<file path="config.mk">
export PLATFORM = sky130hd
export DESIGN_NAME = pipeline_hazard_ctrl
export DESIGN_NICKNAME = d
export VERILOG_FILES = /design/src/rtl/pipeline_hazard_ctrl.sv
export SDC_FILE = /design/constraint.sdc
export NUM_CORES = 1
export LEC_CHECK = 0
export ABC_AREA = 1
export CAP_MARGIN = 15
export CORE_ASPECT_RATIO = 1.75
export CORE_UTILIZATION = 49
export CTS_BUF_LIST = sky130_fd_sc_hd__clkbuf_16
export CTS_CLUSTER_SIZE = 12
export DETAILED_ROUTE_END_ITERATION = 10
export MAX_ROUTING_LAYER = met4
export PLACE_DENSITY = 0.8
export REMOVE_ABC_BUFFERS = 1
export SLEW_MARGIN = 20
export SYNTH_ARGS = -nofsm -noshare
export SYNTH_HDL_FRONTEND = slang
export SYNTH_SLANG_ARGS = --single-unit
</file>
<file path="constraint.sdc">
create_clock -name clk -period 2.7 [get_ports clk]
set_input_delay 0.54 -clock clk [delete_from_list [all_inputs] [get_ports clk]]
set_output_delay 0.54 -clock clk [all_outputs]
set_load 0.01 [all_outputs]
</file>
<file path="src/rtl/pipeline_hazard_ctrl.sv">
// pipeline_hazard_ctrl: stall/flush sequencer for load-use, taken-branch and slow data-memory hazards.
module pipeline_hazard_ctrl #(
  parameter int LOAD_STALL_CYCLES = 1,
  parameter int CNT_W = 16
) (
  input  logic             clk,
  input  logic             reset,
  input  logic [4:0]       id_rs,
  input  logic [4:0]       id_rt,
  input  logic             id_uses_rt,
  input  logic             ex_mem_read,
  input  logic [4:0]       ex_rt,
  input  logic             ex_branch_taken,
  input  logic             mem_req,
  input  logic             mem_ready,
  output logic             pc_en,
  output logic             if_id_en,
  output logic             if_id_flush,
  output logic             id_ex_en,
  output logic             id_ex_flush,
  output logic             ex_mem_en,
  output logic             mem_wb_en,
  output logic [CNT_W-1:0] stall_cnt,
  output logic [CNT_W-1:0] flush_cnt,
  output logic             busy
);
  typedef enum logic [1:0] {RUN, LOAD_STALL, MEM_WAIT} state_t;
  // Control word order: {pc_en, if_id_en, if_id_flush, id_ex_en, id_ex_flush, ex_mem_en, mem_wb_en}
  localparam logic [6:0] RUN_O = 7'b1101011;
  localparam logic [6:0] FRZ_O = 7'b0000000;
  localparam logic [6:0] BR_O  = 7'b1111111;
  localparam logic [6:0] LU_O  = 7'b0001111;
  localparam logic [6:0] RST_O = 7'b0010100;
  state_t state_q, state_d;
  logic [3:0] cnt_q, cnt_d;
  logic [CNT_W-1:0] stall_q, flush_q;
  logic [6:0] o;
  logic lu, ms, hold, fl_ev;
  assign lu = ex_mem_read & (ex_rt != 5'd0) & ((ex_rt == id_rs) | (id_uses_rt & (ex_rt == id_rt)));
  assign ms = mem_req & ~mem_ready;
  // Once waiting on memory, only mem_ready releases, even if the request drops.
  assign hold = (state_q == MEM_WAIT) ? ~mem_ready : ms;
  always_comb begin
    state_d = state_q;
    cnt_d = cnt_q;
    o = RUN_O;
    fl_ev = 1'b0;
    if (state_q == LOAD_STALL) begin
      o = ms ? FRZ_O : LU_O;
      if (!ms) begin
        cnt_d = cnt_q - 4'd1;
        state_d = (cnt_q <= 4'd1) ? RUN : LOAD_STALL;
      end
    end else if (hold) begin
      o = FRZ_O;
      state_d = MEM_WAIT;
    end else begin
      state_d = RUN;
      if (ex_branch_taken) begin
        o = BR_O;
        fl_ev = 1'b1;
      end else if (lu) begin
        o = LU_O;
        if (LOAD_STALL_CYCLES > 1) begin
          cnt_d = 4'(LOAD_STALL_CYCLES - 1);
          state_d = LOAD_STALL;
        end
      end
    end
  end
  always_ff @(posedge clk or posedge reset) begin
    if (reset) begin
      state_q <= RUN;
      cnt_q <= '0;
      stall_q <= '0;
      flush_q <= '0;
    end else begin
      state_q <= state_d;
      cnt_q <= cnt_d;
      stall_q <= (~o[6] & ~&stall_q) ? stall_q + 1'b1 : stall_q;
      flush_q <= (fl_ev & ~&flush_q) ? flush_q + 1'b1 : flush_q;
    end
  end
  assign {pc_en, if_id_en, if_id_flush, id_ex_en, id_ex_flush, ex_mem_en, mem_wb_en} = reset ? RST_O : o;
  assign busy = ~reset & (state_q != RUN);
  assign stall_cnt = stall_q;
  assign flush_cnt = flush_q;
endmodule

</file>
* After elaboration in Yosys (flattened, before gate mapping)
Cells that the tools add are included.
** Storage, ports and cells
- Output and inout port bits :: 40
- Register bits :: 38
- Input port bits :: 22
- Logic and storage cells :: 46
** Cells by class
- Order comparisons :: 1
- Add/sub/neg operators :: 3
- Bitwise gates (word level) :: 12
- Mux-type cells :: 14
- Equal/unequal tests :: 5
- Reductions and logical operators :: 7
** Operators by type and width (number)
- $mux 7 :: 5
- $add 16x1->16 const B :: 2
- $reduce_and 16->1 :: 2
- $eq 5x5->1 :: 2
- $and 1x1->1 :: 7
- $mux 2 :: 3
- $mux 1 :: 5
- $reduce_bool 5->1 :: 1
- $le 4x1->1 const B :: 1
- $mux 4 :: 1
- $not 1->1 :: 4
- $sub 4x1->4 const B :: 1
- $eq 2x1->1 const B :: 1
- $eq 2x2->1 const B :: 1
- $logic_not 1->1 :: 2
- $ne 2x2->1 const B :: 1
- $reduce_and 2->1 :: 1
- $reduce_bool 2->1 :: 1
- $or 1x1->1 :: 1

* Logic depth before layout (Yosys ltp)
Gate-level depths: netlist (run 1).
- Word-level depth :: 10
- Mapped depth :: 12
- Mapped depth without buffers :: 11

* Worst setup path before layout (run 1)
No wires, ideal clock.
- Path type :: input -> output
- Start :: in reset
- End :: out id_ex_flush
- Data arrival time :: 1857 ps
- Path buffers :: 0
- Data required time :: 2160 ps
- Stages on the path :: 4
- Slack :: 303 ps
- Cell sequence :: inv_1 -> nand2_1 -> nor2_1 -> o21ai_1
** On the way
- Word-level cells in the longest chain between the ends :: 1
** RTL lines
- from (decl) :: line 7 : input logic reset,
- $mux 7 :: line 84 : assign {pc_en, if_id_en, if_id_flush, id_ex_en, id_ex_flush, ex_mem_en, mem_wb_en} = reset ? RST_O : o;
- to (decl) :: line 20 : output logic id_ex_flush,
Every way passes these cells.

* Final worst setup path (run 1)
- Start :: in ex_rt[4]
- End :: out if_id_en
** On the way
- Word-level cells in the longest chain between the ends :: 9
- Elaborated cells on any way between the ends :: 12
- Classes of those cells :: eq/ne: 2; mux: 5; bitwise: 4; reduce/logical: 1
** RTL lines
- from (decl) :: line 12 : input logic [4:0] ex_rt,
- $eq 5x5->1 :: line 39 : assign lu = ex_mem_read & (ex_rt != 5'd0) & ((ex_rt == id_rs) | (id_uses_rt & (ex_rt == id_rt)));
- $and 1x1->1 :: line 39
- $or 1x1->1 :: line 39
- $and 1x1->1 (*) :: line 39
- $mux 7 (*) :: line 62 : end else if (lu) begin
- $mux 7 (*) :: line 59 : if (ex_branch_taken) begin
- $mux 7 (*) :: line 54 : end else if (hold) begin
- $mux 7 (*) :: line 48 : if (state_q == LOAD_STALL) begin
- $mux 7 (*) :: line 84
- to (decl) :: line 17 : output logic if_id_en,
Mark *: on every way between the ends. The rest lies on a longest branch, timed or not.

==> results.cfg, run 1 <==
[grt]
antenna_found_initial = 0
gr-total-overflow = 0
grt.total_usage_pct = 25.2
first_global_vias = 2414
grt_pass1_wl_um = 10300
grt_max_degree = 39

[min_path]
min_path_type = reg -> reg
holdCritStartpoint = cnt_q[3]
holdPathEnd = cnt_q[3]
min_path_cells = 1

[sta]
layout_setup_ws_ns = 0.0746
max_freq_mhz = 381
fin_skew_ns = 0.00605
relSlewSlack_pct = 68.1
worst_slew_pin_slew_ns = 0.475
setup_viol = 0
fin_crit_ns = 2.63
whs_ns = 0.490
timing.final.hold_violations = 0
period_share_pct = 97.2
slew_violations = 0
finalSetupTns_ns = 0
rsz0062_at_grt = false

[pwr]
max-vdd-ir-drop_uv = 559
total_power_uw = 2050
power_density_nw_per_um2 = 618
leakagePower_uw = 0.00159

[die]
dieHeight_um = 95.6
fp.dieArea_sq_um = 5310
dieWidth_um = 55.5
ios = 62
core_sq_um = 4750
initial_core_util_pct = 51.7
std_cell_rows = 33

[finish]
finalInstanceArea_sq_um = 3320
nNetsFinal = 438
antenna_cells = 0
syn_to_final_growth_pct = 35.1
fillers = 393
layout-drive-gt1-share_pct = 8.96

[routing]
ant_nets = 0
routed_via_density = 5.35
wire_per_inst_um = 13.1
finalWirelength_um = 6080
first_pass_iters = 4
detailedRoute.firstIterationViolations = 99
drc = 0
vias = 2489

[run]
drv_cap = 0

[setup_path]
cp.buffers_inverters = 3
r2r_start = stall_cnt[0]
cp_slowest_cell = clkdlybuf4s50_1
cp_top_family = buffers and inverters
path_cells = clkdlybuf4s50_1 -> inv_1 -> nand2_1 -> nand2_1 -> nor2_1 -> nand3_1 -> nand2_1 -> nand2_1 -> nand2_2 -> a21oi_1 -> dlygate4sd2_1
cp_common_cell = nand2_1
cp-end-kind = output port
cp_data_arrival_time_ns = 2.09
r2r-end = stall_cnt[15]
crit_type = in -> out
slowest_delay_ns = 0.55
path_max_fanout = 4
rrSetupSlack_ns = 0.54
worstRegToRegCells = 9
required_ns = 2.16
crit_path_start_kind = input pin

[placed_design]
place_area_sq_um = 3130
pre_cts_slack_ns = -0.188
gp_congestion = 0.867
place_hpwl_um = 4400
io_buffer_count = 61

[yosys]
ys.flop_type = dfrtp_1
async_flop_share_pct = 100
syn_avg_cell_area_sq_um = 7.16
yosysSeqAreaShare_pct = 38.7
ys_top_cells_by_count = 115 x nand2_1, 38 x dfrtp_1, 37 x nor2_1
ys_types = 25
syn_area_sq_um = 2450
synth.most_common_cell = nand2_1
ys.warnings.count = 0
ys_ff_latch = 38
synthTopCellsByArea = dfrtp_1 39%, nand2_1 18%, nand4_1 6.6%
netlist.area_leader.share_pct = 38.7
yosysTopAreaCell = dfrtp_1
netlist_instances = 343
synth-edff-count = 0

[clocking]
htreeDepth = 2
cts-root-buf = clkbuf_16
clockBufferDepth = 2
clk_transition_reported_paths_ns = 0.05
clk_latency_ns = 0.28
numCtsBuffers = 5
clkSinkCount = 38
holdBufCountCts = 0
cts_tree = built

[status]
status = complete, no violations
cells in the final DEF, fill, tap and decap left out, types with 3 or more instances in the layout:
cell / count
xor2_1: 16
nand2_1: 115
inv_1: 32
o21ai_1: 8
inv_2: 9
nand3_1: 12
nand4_1: 26
nor2_1: 36
nand3_2: 3
clkdlybuf4s50_1: 57
a21oi_1: 3
ha_1: 4
clkbuf_16: 5
xnor2_1: 12
dfrtp_1: 38
dlygate4sd2_1: 3
nor3_1: 7
buf_4: 11
report_power, final:
group / internal [uW] / total [uW] / leakage (uW) / switching (uW)
logic: 305 / 584 / 0.00101 / 279
clock network: 432 / 658 / 0.0000836 / 226
registers: 665 / 806 / 0.000496 / 141
flip-flops by register name, indices dropped and copies added (netlist names):
name       count
cnt_q          4
flush_cnt     16
stall_cnt     16
state_q        2
metal layers:
layer	wire (um)	global-route usage [%]	up-vias	share of wire, %
li1	-	-	1229	-
met1	2330	25.4	1166	38
met2	3400	47.9	78	56
met3	220	3.39	16	3.6
met4	133	10.8	0	2.2
met5	0	-	-	0
worst reg2reg max path, stage by stage (launching register included):
cell	delay [ns]
dfrtp_1	0.43
ha_1	0.26
nand3_2	0.14
nor2_4	0.18
nand3_2	0.12
nor3_2	0.18
nand2_2	0.25
nand3_2	0.35
nand2_1	0.09
nand2_1	0.09
per-stage QoR:
step	instances	util (%)
3_3_place_gp	455	66.0
2_1_floorplan	333	-
4_1_cts	464	69.6
3_5_place_dp	455	66.0
5_1_grt	465	69.8
6_report	465	69.8
logic make-up after synthesis:
| group | after synthesis | share of synthesized area, % |
|---|---|---|
| adder cells (fa/ha/maj) | 4 | 2.04 |
| buffers and inverters | 51 | 8.87 |
| AND/OR/NAND/NOR | 208 | 37.5 |
| flip-flops | 38 | 38.7 |
| AO/OA/AOI/OAI | 14 | 2.91 |
| XOR/XNOR | 28 | 9.99 |
worst max path at each step:
stage          startpoint     endpoint  slack (ns)  cells past startpoint
2_1_floorplan       reset  id_ex_flush        0.30                      4
3_3_place_gp     ex_rt[2]     if_id_en       -0.08                      9
3_5_place_dp     ex_rt[4]     if_id_en       -0.19                     10
4_1_cts         mem_ready  if_id_flush        0.02                      9
5_1_grt          ex_rt[2]     if_id_en       0.004                      9
6_report         ex_rt[4]     if_id_en        0.07                     11
final cells by class:
cell class | count | area, sq um | area share [%]
Inverter | 41 | 154 | 4.64
Clock buffer | 5 | 125 | 3.77
Timing Repair Buffer | 72 | 692 | 20.9
Sequential cell | 38 | 951 | 28.7
Clock inverter | 3 | 40.0 | 1.21
Tap cell | 52 | 65.1 | 1.96
Multi-Input combinational cell | 254 | 1290 | 38.9
repair_timing:
item,in CTS,in global routing
resized for setup,4,1
endpoints found under the hold margin,0,0
endpoints found under the setup margin,4,1
buffers inserted,1,1
pin swaps,1,1
gates cloned,0,0
Power figures use the tool's default switching activity.
==> inputs of run 2 (changes only) <==
--- a/config.mk
+++ b/config.mk
@@ -15,6 +15,7 @@
 export MAX_ROUTING_LAYER = met4
 export PLACE_DENSITY = 0.8
 export REMOVE_ABC_BUFFERS = 1
+export SETUP_SLACK_MARGIN = 0.15
 export SLEW_MARGIN = 20
 export SYNTH_ARGS = -nofsm -noshare
 export SYNTH_HDL_FRONTEND = slang
==> results.cfg, run 2 (synthesis gave the netlist of run 1 again) <==
[finish]
layout-drive-gt1-share_pct = 9.71
fillers = 404
nNetsFinal = 437
stdcell_count = 464
multi_input_area_sq_um = 1290
final_cell_mix = 115 x nand2_1, 52 x clkdlybuf4s50_1, 38 x dfrtp_1
final_common_cell = nand2_1
antenna_cells = 0
seq_area_sq_um = 951
syn_to_final_growth_pct = 34.0

[clocking]
clk_transition_reported_paths_ns = 0.05
clockBufferDepth = 2
numCtsBuffers = 5
htreeDepth = 2
clkSinkCount = 38
cts_tree = built
cts-root-buf = clkbuf_16
clk_latency_ns = 0.28

[sta]
worst_slew_pin_slew_ns = 0.482
fin_skew_ns = 0.00604
relSlewSlack_pct = 67.9
timing.final.hold_violations = 0
rsz0062_at_grt = false
whs_ns = 0.490
max_freq_mhz = 410
finalSetupTns_ns = 0
slew_violations = 0
fin_crit_ns = 2.44
setup_viol = 0
period_share_pct = 90.3

[min_path]
min_path_cells = 1
holdCritStartpoint = cnt_q[3]
min_path_type = reg -> reg
holdPathEnd = cnt_q[3]

[setup_path]
crit_type = in -> out
r2r_start = stall_cnt[0]
cp_slowest_cell = clkdlybuf4s50_1
cp.buffers_inverters = 5
cp_data_arrival_time_ns = 1.90
required_ns = 2.16
path_cells = clkdlybuf4s50_1 -> inv_1 -> o21ai_1 -> nand2_1 -> nor2_2 -> inv_2 -> nand2_1 -> buf_4 -> dlygate4sd2_1
critPathLaunch = mem_ready
r2r-end = stall_cnt[15]
rrSetupSlack_ns = 0.54
cp_top_family = buffers and inverters
cp-end-kind = output port
slowest_delay_ns = 0.48
crit_path_start_kind = input pin
worstRegToRegCells = 9
cp_common_cell = nand2_1
path_max_fanout = 3

[placed_design]
dp.cells = 455
gp_congestion = 0.867
io_buffer_count = 61
place_hpwl_um = 4400

[die]
core_sq_um = 4750
initial_core_util_pct = 51.7
ios = 62
dieWidth_um = 55.5
dieHeight_um = 95.6
fp.dieArea_sq_um = 5310
std_cell_rows = 33

[pwr]
leakagePower_uw = 0.00158
power.switching_uw = 647
p_clk_share_pct = 32.2
p_comb_share_pct = 28.4
p_seq_share_pct = 39.4
power_density_nw_per_um2 = 621
max-vdd-ir-drop_uv = 559
internal_power_uw = 1400
swShare_pct = 31.7

[routing]
finalWirelength_um = 6100
first_pass_iters = 4
vias = 2488
ant_nets = 0
routed_via_density = 5.36
wire_per_inst_um = 13.1
drc = 0
detailedRoute.firstIterationViolations = 118

[grt]
grt.total_usage_pct = 25.2
grt_pass1_wl_um = 10300
antenna_found_initial = 0
first_global_vias = 2414
gr-total-overflow = 0
grt_max_degree = 39

[status]
status = complete, no violations

[run]
drv_cap = 0
run 2: how the worst max path moves through the flow:
stage                  endpoint  cells past startpoint  slack (ns)
global placement       if_id_en                      9       -0.08
finish              if_id_flush                      9        0.26
CTS                    if_id_en                      9        0.12
detailed placement     if_id_en                     10       -0.19
global route        id_ex_flush                     10        0.16
floorplan           id_ex_flush                      4        0.30
run 2: layout make-up:
type	count	area share, %
Multi-Input combinational cell	254	39.3
Timing Repair Buffer	71	20.2
Sequential cell	38	28.9
Clock inverter	3	1.22
Clock buffer	5	3.80
Inverter	41	4.68
Tap cell	52	1.98
run 2: worst reg2reg max path, stage by stage (launching register included):
cell and delay (ns):
dfrtp_1 0.43, ha_1 0.26, nand3_2 0.14, nor2_4 0.18, nand3_2 0.12, nor3_2 0.18, nand2_2 0.25, nand3_2 0.35
nand2_1 0.09, nand2_1 0.09
run 2: what timing repair did:
| action | 4_1_cts | 5_1_grt |
|---|---|---|
| gates resized for setup | 11 | 6 |
| pin swaps | 1 | 0 |
| endpoints found under the setup margin | 7 | 3 |
| hold buffers | 0 | 0 |
| buffers inserted | 1 | 0 |
run 2: power by group through the flow:
| stage | Sequential (uW) | Combinational (uW) | Clock [uW] |
|---|---|---|---|
| 6_report | 806 | 579 | 658 |
| 2_1_floorplan | 823 | 258 | 0 |
| 4_1_cts | 801 | 584 | 665 |
| 3_3_place_gp | 809 | 565 | 0 |
| 3_5_place_dp | 808 | 584 | 0 |
| 5_1_grt | 825 | 637 | 690 |
run 2: stage by stage:
step                utilization [%]  setup slack [ns]  power [uW]  instance area [sq um]
floorplan                         -             0.303        1080                   2390
global placement               66.0           -0.0778        1370                   3130
detailed placement             66.0            -0.188        1390                   3130
CTS                            69.5             0.115        2050                   3300
global route                   69.3             0.160        2150                   3290
finish                         69.3             0.262        2040                   3290
run 2: metal layers:
layer	global-route usage [%]	part of all wire, %
met1	25.4	38
met3	3.39	3.6
met4	10.8	2.2
met2	47.9	56
met5	-	0
